File: config.mk
export PLATFORM = sky130hd
export DESIGN_NAME = recip_result_buf_flat
export DESIGN_NICKNAME = d
export VERILOG_FILES = /design/src/rtl/recip_result_buf_if.sv /design/src/rtl/recip_result_buf.sv /design/src/flat_wrapper.sv
export SDC_FILE = /design/constraint.sdc
export NUM_CORES = 1
export LEC_CHECK = 0
export ABC_CLOCK_PERIOD_IN_PS = 2500
export CAP_MARGIN = 20
export CORE_UTILIZATION = 30
export CTS_CLUSTER_SIZE = 12
export DETAILED_ROUTE_END_ITERATION = 16
export GPL_TIMING_DRIVEN = 0
export PLACE_DENSITY = 0.62
export SLEW_MARGIN = 20
export SYNTH_ARGS = -nofsm -noshare
export SYNTH_HDL_FRONTEND = slang
export SYNTH_SLANG_ARGS = --single-unit
File: constraint.sdc
create_clock -name clk -period 2.5 [get_ports clk]
set_input_delay 0.5 -clock clk [delete_from_list [all_inputs] [get_ports clk]]
set_output_delay 0.5 -clock clk [all_outputs]
set_load 0.02 [all_outputs]
File: src/rtl/recip_result_buf_if.sv
// Handshake and status bundle between recip_x, the result buffer and its consumer.
// slave is the buffer's view; master is the view of whatever drives it.
interface recip_result_buf_if #(
  parameter int NEXP        = 5,
  parameter int NSIG        = 10,
  parameter int CNTW        = 16,
  parameter int NTYPES      = 7,
  parameter int NEXCEPTIONS = 5
);
  logic                   in_valid;
  logic                   in_ready;
  logic [NEXP+NSIG:0]     in_r;
  logic [NTYPES-1:0]      in_flags;
  logic [NEXCEPTIONS-1:0] in_exc;
  logic                   out_valid;
  logic                   out_ready;
  logic [NEXP+NSIG:0]     out_r;
  logic [NTYPES-1:0]      out_flags;
  logic [NEXCEPTIONS-1:0] out_exc;
  logic                   clr_status;
  logic [NEXCEPTIONS-1:0] status;
  logic [CNTW-1:0]        exc_count;

  modport slave (
    input  in_valid, in_r, in_flags, in_exc, out_ready, clr_status,
    output in_ready, out_valid, out_r, out_flags, out_exc, status, exc_count
  );

  modport master (
    output in_valid, in_r, in_flags, in_exc, out_ready, clr_status,
    input  in_ready, out_valid, out_r, out_flags, out_exc, status, exc_count
  );
endinterface

File: src/rtl/recip_result_buf.sv
// Two-entry registered skid buffer behind recip_x, with sticky IEEE exception
// status and a saturating count of results that raised any exception.
module recip_result_buf #(
  parameter int NEXP        = 5,
  parameter int NSIG        = 10,
  parameter int CNTW        = 16,
  parameter int NTYPES      = 7,
  parameter int NEXCEPTIONS = 5
) (
  input  logic              clk,
  input  logic              rst,
  recip_result_buf_if.slave bus
);
  localparam int W = NEXP + NSIG + 1;

  typedef struct packed {
    logic [W-1:0]           r;
    logic [NTYPES-1:0]      flags;
    logic [NEXCEPTIONS-1:0] exc;
  } entry_t;

  typedef enum logic [1:0] {EMPTY = 2'd0, ONE = 2'd1, FULL = 2'd2} occ_e;

  occ_e                   r_state, w_next;
  entry_t                 r_head, r_tail, w_in;
  logic                   r_live;
  logic                   w_in_ready, w_out_valid, w_push, w_pop;
  logic                   w_ld_head_in, w_ld_head_tail, w_ld_tail;
  logic [NEXCEPTIONS-1:0] r_status;
  logic [CNTW-1:0]        r_cnt;
  logic                   w_exc_any;

  assign w_in      = '{r: bus.in_r, flags: bus.in_flags, exc: bus.in_exc};
  assign w_exc_any = |bus.in_exc;
  assign w_push    = bus.in_valid & w_in_ready;
  assign w_pop     = w_out_valid & bus.out_ready;

  // r_live holds in_ready low until the first edge after reset release
  always_ff @(posedge clk or posedge rst) begin
    if (rst) begin
      r_state <= EMPTY;
      r_live  <= 1'b0;
    end else begin
      r_state <= w_next;
      r_live  <= 1'b1;
    end
  end

  always_comb begin
    w_next         = r_state;
    w_in_ready     = 1'b0;
    w_out_valid    = 1'b0;
    w_ld_head_in   = 1'b0;
    w_ld_head_tail = 1'b0;
    w_ld_tail      = 1'b0;
    case (r_state)
      EMPTY: begin
        w_in_ready = r_live;
        if (w_push) begin
          w_next       = ONE;
          w_ld_head_in = 1'b1;
        end
      end
      ONE: begin
        w_in_ready  = r_live;
        w_out_valid = 1'b1;
        case ({w_push, w_pop})
          2'b10: begin
            w_next    = FULL;
            w_ld_tail = 1'b1;
          end
          2'b01: w_next = EMPTY;
          2'b11: w_ld_head_in = 1'b1;
          default: ;
        endcase
      end
      FULL: begin
        w_out_valid = 1'b1;
        if (w_pop) begin
          w_next         = ONE;
          w_ld_head_tail = 1'b1;
        end
      end
      default: w_next = EMPTY;
    endcase
  end

  always_ff @(posedge clk or posedge rst) begin
    if (rst) begin
      r_head <= '0;
      r_tail <= '0;
    end else begin
      if (w_ld_head_in)        r_head <= w_in;
      else if (w_ld_head_tail) r_head <= r_tail;
      if (w_ld_tail)           r_tail <= w_in;
    end
  end

  // Clear wins over accumulation, but a same-cycle push still lands
  always_ff @(posedge clk or posedge rst) begin
    if (rst) begin
      r_status <= '0;
      r_cnt    <= '0;
    end else if (bus.clr_status) begin
      r_status <= w_push ? bus.in_exc : '0;
      r_cnt    <= (w_push && w_exc_any) ? CNTW'(1) : '0;
    end else if (w_push) begin
      r_status <= r_status | bus.in_exc;
      if (w_exc_any && (r_cnt != '1)) r_cnt <= r_cnt + CNTW'(1);
    end
  end

  assign bus.in_ready  = w_in_ready;
  assign bus.out_valid = w_out_valid;
  assign bus.out_r     = r_head.r;
  assign bus.out_flags = r_head.flags;
  assign bus.out_exc   = r_head.exc;
  assign bus.status    = r_status;
  assign bus.exc_count = r_cnt;
endmodule

File: src/flat_wrapper.sv
// flat-port wrapper written by rule: the top's interface ports become plain ports
module recip_result_buf_flat 
#(
  parameter int NEXP        = 5,
  parameter int NSIG        = 10,
  parameter int CNTW        = 16,
  parameter int NTYPES      = 7,
  parameter int NEXCEPTIONS = 5
)
  (clk, rst, bus_in_valid, bus_in_r, bus_in_flags, bus_in_exc, bus_out_ready, bus_clr_status, bus_in_ready, bus_out_valid, bus_out_r, bus_out_flags, bus_out_exc, bus_status, bus_exc_count);
  recip_result_buf_if #(.NEXP(NEXP), .NSIG(NSIG), .CNTW(CNTW), .NTYPES(NTYPES), .NEXCEPTIONS(NEXCEPTIONS)) bus_i ();
  input  logic clk;
  input  logic rst;
  input wire logic [$bits(bus_i.in_valid)-1:0] bus_in_valid;
  input wire logic [$bits(bus_i.in_r)-1:0] bus_in_r;
  input wire logic [$bits(bus_i.in_flags)-1:0] bus_in_flags;
  input wire logic [$bits(bus_i.in_exc)-1:0] bus_in_exc;
  input wire logic [$bits(bus_i.out_ready)-1:0] bus_out_ready;
  input wire logic [$bits(bus_i.clr_status)-1:0] bus_clr_status;
  output wire logic [$bits(bus_i.in_ready)-1:0] bus_in_ready;
  output wire logic [$bits(bus_i.out_valid)-1:0] bus_out_valid;
  output wire logic [$bits(bus_i.out_r)-1:0] bus_out_r;
  output wire logic [$bits(bus_i.out_flags)-1:0] bus_out_flags;
  output wire logic [$bits(bus_i.out_exc)-1:0] bus_out_exc;
  output wire logic [$bits(bus_i.status)-1:0] bus_status;
  output wire logic [$bits(bus_i.exc_count)-1:0] bus_exc_count;
  assign bus_i.in_valid = bus_in_valid;
  assign bus_i.in_r = bus_in_r;
  assign bus_i.in_flags = bus_in_flags;
  assign bus_i.in_exc = bus_in_exc;
  assign bus_i.out_ready = bus_out_ready;
  assign bus_i.clr_status = bus_clr_status;
  assign bus_in_ready = bus_i.in_ready;
  assign bus_out_valid = bus_i.out_valid;
  assign bus_out_r = bus_i.out_r;
  assign bus_out_flags = bus_i.out_flags;
  assign bus_out_exc = bus_i.out_exc;
  assign bus_status = bus_i.status;
  assign bus_exc_count = bus_i.exc_count;
  recip_result_buf #(.NEXP(NEXP), .NSIG(NSIG), .CNTW(CNTW), .NTYPES(NTYPES), .NEXCEPTIONS(NEXCEPTIONS)) u_core (.clk(clk), .rst(rst), .bus(bus_i));
endmodule
# Yosys cells after proc, flatten, opt, wreduce, memory -nomap -nowiden
# Cells that the tools add are included.
classes:
  add_sub_neg: 1
  eq_ne: 9
  mux: 22
  n_bitwise: 3
  reduce_logical: 11
op_table:
  columns: ["op", "count"]
  rows:
  - ["$mux 28", 2]
  - ["$mux 16", 3]
  - ["$add 16x1->16 const B", 1]
  - ["$ne 16x16->1 const B", 1]
  - ["$mux 5", 3]
  - ["$mux 1", 9]
  - ["$eq 2x2->1 const B", 3]
  - ["$pmux 2 s3", 1]
  - ["$reduce_bool 2->1", 3]
  - ["$or 5x5->5", 1]
  - ["$reduce_or 5->1", 1]
  - ["$eq 2x1->1 const B", 2]
  - ["$mux 2", 2]
  - ["$ne 2x1->1 const B", 2]
  - ["$pmux 2 s2", 1]
  - ["$reduce_or 2->1", 2]
  - ["$ne 3x2->1 const B", 1]
  - ["$reduce_and 3->1", 1]
  - ["$and 1x1->1", 2]
  - ["$logic_and 1x1->1", 2]
  - ["$logic_not 2->1", 1]
  - ["$pmux 1 s2", 1]
  - ["$reduce_and 2->1", 1]
word_totals:
  ff_bits: 80

# Depth between registers and ports, before layout
logic_depth:
  ltp_word: 8
  ltp_mapped: 9
  depth_no_buf: 6

# Worst setup path before layout
# OpenSTA, ideal clock, no wires.
synth_timing:
  path_type: "register to register"
  from: "register u_core.r_cnt[0], in the netlist u_core.bus.exc_count[0]"
  to: "register u_core.r_cnt[2], in the netlist u_core.bus.exc_count[2]"
  setup_time_ps: 125
  arrival_time_ps: 1924
  required_time_ps: 2375
  slack_ps: 452
  stages_incl_launch_ff: 7
  period_less_slack_ps: 2048
  cell_sequence: "dfrtp_1 ha_1 clkbuf_1 nand4_1 or4_1 nand3_1 mux2_2"
synth_between:
  elab_chain_cells: 4
  word_cells_on_any_way: 8
  cone_classes: "1 x add/sub; 1 x eq/ne; 3 x mux; 3 x reduce/logical"
synth_lines:
  columns: ["item", "line_no", "source"]
  rows:
  - ["start, declared", "recip_result_buf.sv:30", "logic [CNTW-1:0] r_cnt;"]
  - ["start signal, assigned", "recip_result_buf.sv:106", "r_cnt <= (w_push && w_exc_any) ? CNTW'(1) : '0;"]
  - ["start signal, assigned", "recip_result_buf.sv:109", "if (w_exc_any && (r_cnt != '1)) r_cnt <= r_cnt + CNTW'(1);"]
  - ["$add 16x1->16 or $ne 16x16->1 (tied branches)", "recip_result_buf.sv:109", null]
  - ["$mux 16 or $logic_and 1x1->1 (tied branches)", "recip_result_buf.sv:109", null]
  - ["$mux 16 or $reduce_bool 2->1 (tied branches)", null, null]
  - ["$mux 16 or $reduce_and 2->1 (tied branches)", null, null]
# Several ways; a longest one is shown, not always the timed one. The select of a mux whose other input is x is not followed.
# A chain may end at the register's enable or synchronous reset.

# Worst setup path in the final report
layout_timing:
  from: "register u_core.r_state[1]"
  to: "register u_core.r_head (netlist bit u_core.bus.out_r[1])"
layout_between:
  elab_chain_cells: 8
  word_cells_on_any_way: 17
  cone_classes: "3 x eq/ne; 8 x mux; 2 x bitwise; 4 x reduce/logical"
layout_lines:
  columns: ["item", "line_no", "source"]
  rows:
  - ["start, declared", "recip_result_buf.sv:24", "occ_e r_state, w_next;"]
  - ["start signal, assigned", "recip_result_buf.sv:44", "r_state <= w_next;"]
  - ["$eq 2x1->1 (tied with other cells)", "recip_result_buf.sv:56", "case (r_state)"]
  - ["$reduce_or 2->1 (no source line)", null, null]
  - ["$mux 1", "recip_result_buf.sv:56", null]
  - ["$and 1x1->1 (on tied branches)", "recip_result_buf.sv:36, recip_result_buf.sv:35", null]
  - ["$eq 2x2->1", "recip_result_buf.sv:67", "case ({w_push, w_pop})"]
  - ["$mux 1", "recip_result_buf.sv:67", null]
  - ["$pmux 1 s2", "recip_result_buf.sv:56", null]
  - ["$mux 28 or $reduce_bool 2->1 (tied branches)", null, null]
  - ["end signal, assigned", "recip_result_buf.sv:93", "if (w_ld_head_in) r_head <= w_in;"]
  - ["end signal, assigned", "recip_result_buf.sv:94", "else if (w_ld_head_tail) r_head <= r_tail;"]
  - ["end, declared", "recip_result_buf.sv:25", "entry_t r_head, r_tail, w_in;"]
# Several ways; a longest one is shown, not always the timed one.

==> impl_metrics.py <==
metrics = {
    "synthesis": {
        "mappedNetlistNets": 374,
        "synth_enable_flop_cells": 0,
        "ys_types": 43,
        "synth.cell_area_um2": 3810,
        "synth-seq-area-share_pct": 52.5,
        "netlist_instances": 336,
        "ys_warn_count": 0,
        "synth-seq-cells": 80,
        "syn-mean-instance-area_um2": 11.3,
        "async_flop_share_pct": 100,
        "postSynth.topFlopCell": "dfrtp_1",
    },
    "worst_hold_path": {
        "hold_start": "u_core.r_tail[16]",
        "hold_path_depth": 1,
        "min_path_type": "reg2reg",
    },
    "clock_network": {
        "cts_htree_levels": 3,
        "cts_buffers": 9,
        "cts_tree": "done",
        "post_cts_hold_buffer_count": 0,
        "worst_skew_pair.late_latency_ns": 0.34,
        "cts.sink_count": 80,
        "clock-root-buffer": "clkbuf_16",
        "worst_path_clk_slew_ns": 0.06,
        "cts_buffer_depth": 2,
    },
    "worst_setup_path": {
        "critical-path-slowest-cell": "buf_1",
        "max_stage_delay_ns": 0.47,
        "worst_path_maximum_fanout": 10,
        "timing.rr.start": "u_core.r_state[1]",
        "critical_path.startpoint_type": "flip-flop",
        "worst_setup_end_kind": "flip-flop",
        "cp.required_ns": 2.75,
        "cp_cell_sequence": "inv_1, ha_1, buf_2, o211ai_1, nor2_1, clkbuf_1, buf_1, nand2_1, o21ai_0",
        "r2r.worst_path.cells": 9,
        "worstSetupEndpoint": "u_core.bus.out_r[1]",
        "r2r_end": "u_core.bus.out_r[1]",
        "worstSetupStartpoint": "u_core.r_state[1]",
        "worst-setup-path-type": "reg2reg",
        "timing.reg2reg.setup_slack_ns": 0.16,
        "worstPathArrival_ns": 2.59,
    },
    "timing": {
        "rsz0062_at_grt": "yes",
        "tns_ns": 0,
        "final_number_of_hold_violating_endpoints": 0,
        "timing.final.max_slew_violations": 0,
        "maximum_clock_rate_mhz": 427,
        "share_of_the_clock_period_used_by_the_worst_path_after_layout_pct": 93.7,
        "actual_slew_at_the_worst_max_slew_pin_ns": 0.564,
        "finalSetupViolations": 0,
        "slew_headroom_pct": 62.1,
        "finalWorstPathRequiredPeriod_ns": 2.34,
        "postLayoutSetupSlackWorst_ns": 0.159,
        "clock_skews_ns": 0.00615,
    },
    "drt": {
        "drt_iter0_drcs": 182,
        "drt-total-wl_um": 9720,
        "antenna_violating_nets_post_route": 0,
        "drc": 0,
        "post_drt_wl_per_cell_um": 16.1,
        "via_count": 2987,
        "vias_per_cell": 4.95,
        "drt_first_pass_iters": 4,
    },
    "floorplanning": {
        "fp.dieW_um": 115,
        "fp.dieArea_um2": 13200,
        "placementRows": 40,
        "start_util_pct": 31.2,
        "io_pins": 84,
        "die_h_um": 115,
        "core_area_um2": 12200,
    },
    "grt": {
        "grt_use_total_pct": 15.6,
        "grt_overflow_total": 0,
        "grt_max_degree": 33,
        "grt_pass1_wl_um": 15500,
        "number_of_global_route_vias_before_repair": 3018,
        "grt_antenna_before_repair": 0,
    },
    "run": {
        "cap_violations": 0,
    },
    "placed_design": {
        "post-dp-hpwl_um": 6850,
        "place_worst_setup_slack_ns": -0.148,
        "buffer_ports.inserted": 82,
        "gp_congestion": 0.818,
    },
    "power": {
        "cellPowerDensity_nw_per_um2": 1020,
        "ir_worst_vdd_v": 0.000411,
        "power_leakage_nw": 2.30,
    },
    "cells_and_area": {
        "num_antenna_cells": 0,
        "drive_gt1_share_pct": 15.1,
        "syn2layout_area_growth_pct": 36.2,
        "num-nets-final": 469,
    },
    "outcome": {
        "status": "finished clean",
    },
}
==> routing by layer <==
metal	track usage, %	vias to the layer above	share of wire (%)
li1	-	1417	-
met1	20.0	1499	46
met2	25.5	60	49
met3	3.16	11	3.5
met4	6.75	0	1.9
met5	0	-	0
==> how the worst min path moves through the flow <==
stage                              endpoint  slack, ns
after global placement    u_core.r_tail[20]       0.49
after global routing      u_core.r_tail[26]       0.52
after CTS                 u_core.r_tail[16]       0.51
final                     u_core.r_tail[16]       0.51
after detailed placement  u_core.r_tail[16]       0.49
after floorplan            u_core.r_tail[0]       0.48
==> flip-flops by register name, indices dropped and copies added, names as in the netlist <==
signal / count
u_core.r_state: 2
u_core.r_tail: 28
u_core.bus.out_r: 16
u_core.bus.out_exc: 5
u_core.bus.status: 5
u_core.r_live: 1
u_core.bus.out_flags: 7
u_core.bus.exc_count: 16
==> logic make-up after synthesis <==
family	Yosys count	synth area share (%)
adder cells (fa/ha/maj)	5	1.64
flip-flops	80	52.5
AND/OR/NAND/NOR	87	12.2
other	1	0.0984
buffers and inverters	25	2.92
XOR/XNOR	1	0.230
AO/OA/AOI/OAI	73	12.4
multiplexers	64	18.0
==> Yosys cell counts (all sizes together) (3+ instances only) <==
library cell	number	area share, %
and4	3	0.69
ha	5	1.6
dfrtp	80	53
and3	3	0.49
or4	9	1.8
nor2	7	0.69
nand2	40	3.9
o211ai	4	0.92
nand4	5	0.98
o21ai	32	4.5
clkbuf	11	1.1
nor2b	5	0.82
buf	9	1.3
a21oi	12	1.6
o31ai	7	1.4
nand3	9	1.3
inv	5	0.49
mux2i	31	8.1
mux2	33	9.8
a22o	7	1.6
==> final cells by class <==
class | count | area (µm²)
buffer | 20 | 93.8
tap | 168 | 210
inverter | 5 | 22.5
clock buffer | 12 | 246
sequential | 80 | 2000
multi-input combinational | 231 | 1700
fill | 1185 | 7020
timing repair buffer | 84 | 863
clock inverter | 4 | 52.6
==> where the power goes <==
part,internal [W],total (W),switching (W)
Combinational,0.000955,0.00190,0.000943
Sequential,0.00178,0.00204,0.000268
Clock,0.000806,0.00134,0.000538
==> worst max-delay path, delay by kind of cell (launching register included) <==
| family | cells | cell delay, ns |
|---|---|---|
| fa+ha+maj | 1 | 0.13 |
| buf+inv | 4 | 1.09 |
| flops | 1 | 0.44 |
| compound gates | 2 | 0.28 |
| simple gates | 2 | 0.30 |
==> cells in the final DEF (no fill, tap or decap), types with 5 or more instances in the layout <==
| cell | instances |
|---|---|
| nand2_1 | 40 |
| a21oi_1 | 12 |
| dfrtp_1 | 80 |
| nand3_1 | 8 |
| mux2i_1 | 31 |
| or4_1 | 9 |
| clkbuf_1 | 11 |
| mux2_2 | 30 |
| buf_2 | 8 |
| nor2b_1 | 5 |
| clkdlybuf4s50_1 | 81 |
| nor2_1 | 7 |
| o21ai_0 | 31 |
| a22o_1 | 7 |
| o31ai_1 | 7 |
| clkbuf_16 | 9 |
==> repair_timing <==
action | in CTS | in global routing
gates resized for setup | 0 | 5
endpoints found under the setup margin | 0 | 29
endpoints found under the hold margin | 0 | 0
buffers inserted | 0 | 0
==> metrics by stage <==
stage	total power (W)	cells	util [%]	cell area [µm²]	hold WS, ns
6_report	0.00529	604	42.5	5190	0.505
5_1_grt	0.00560	604	42.5	5190	0.518
4_1_cts	0.00534	604	42.5	5190	0.508
3_5_place_dp	0.00398	588	40.0	4890	0.494
3_3_place_gp	0.00389	586	39.7	4850	0.485
2_1_floorplan	0.00313	336	-	3820	0.479
Note: power is estimated with default switching activity, not from simulation.
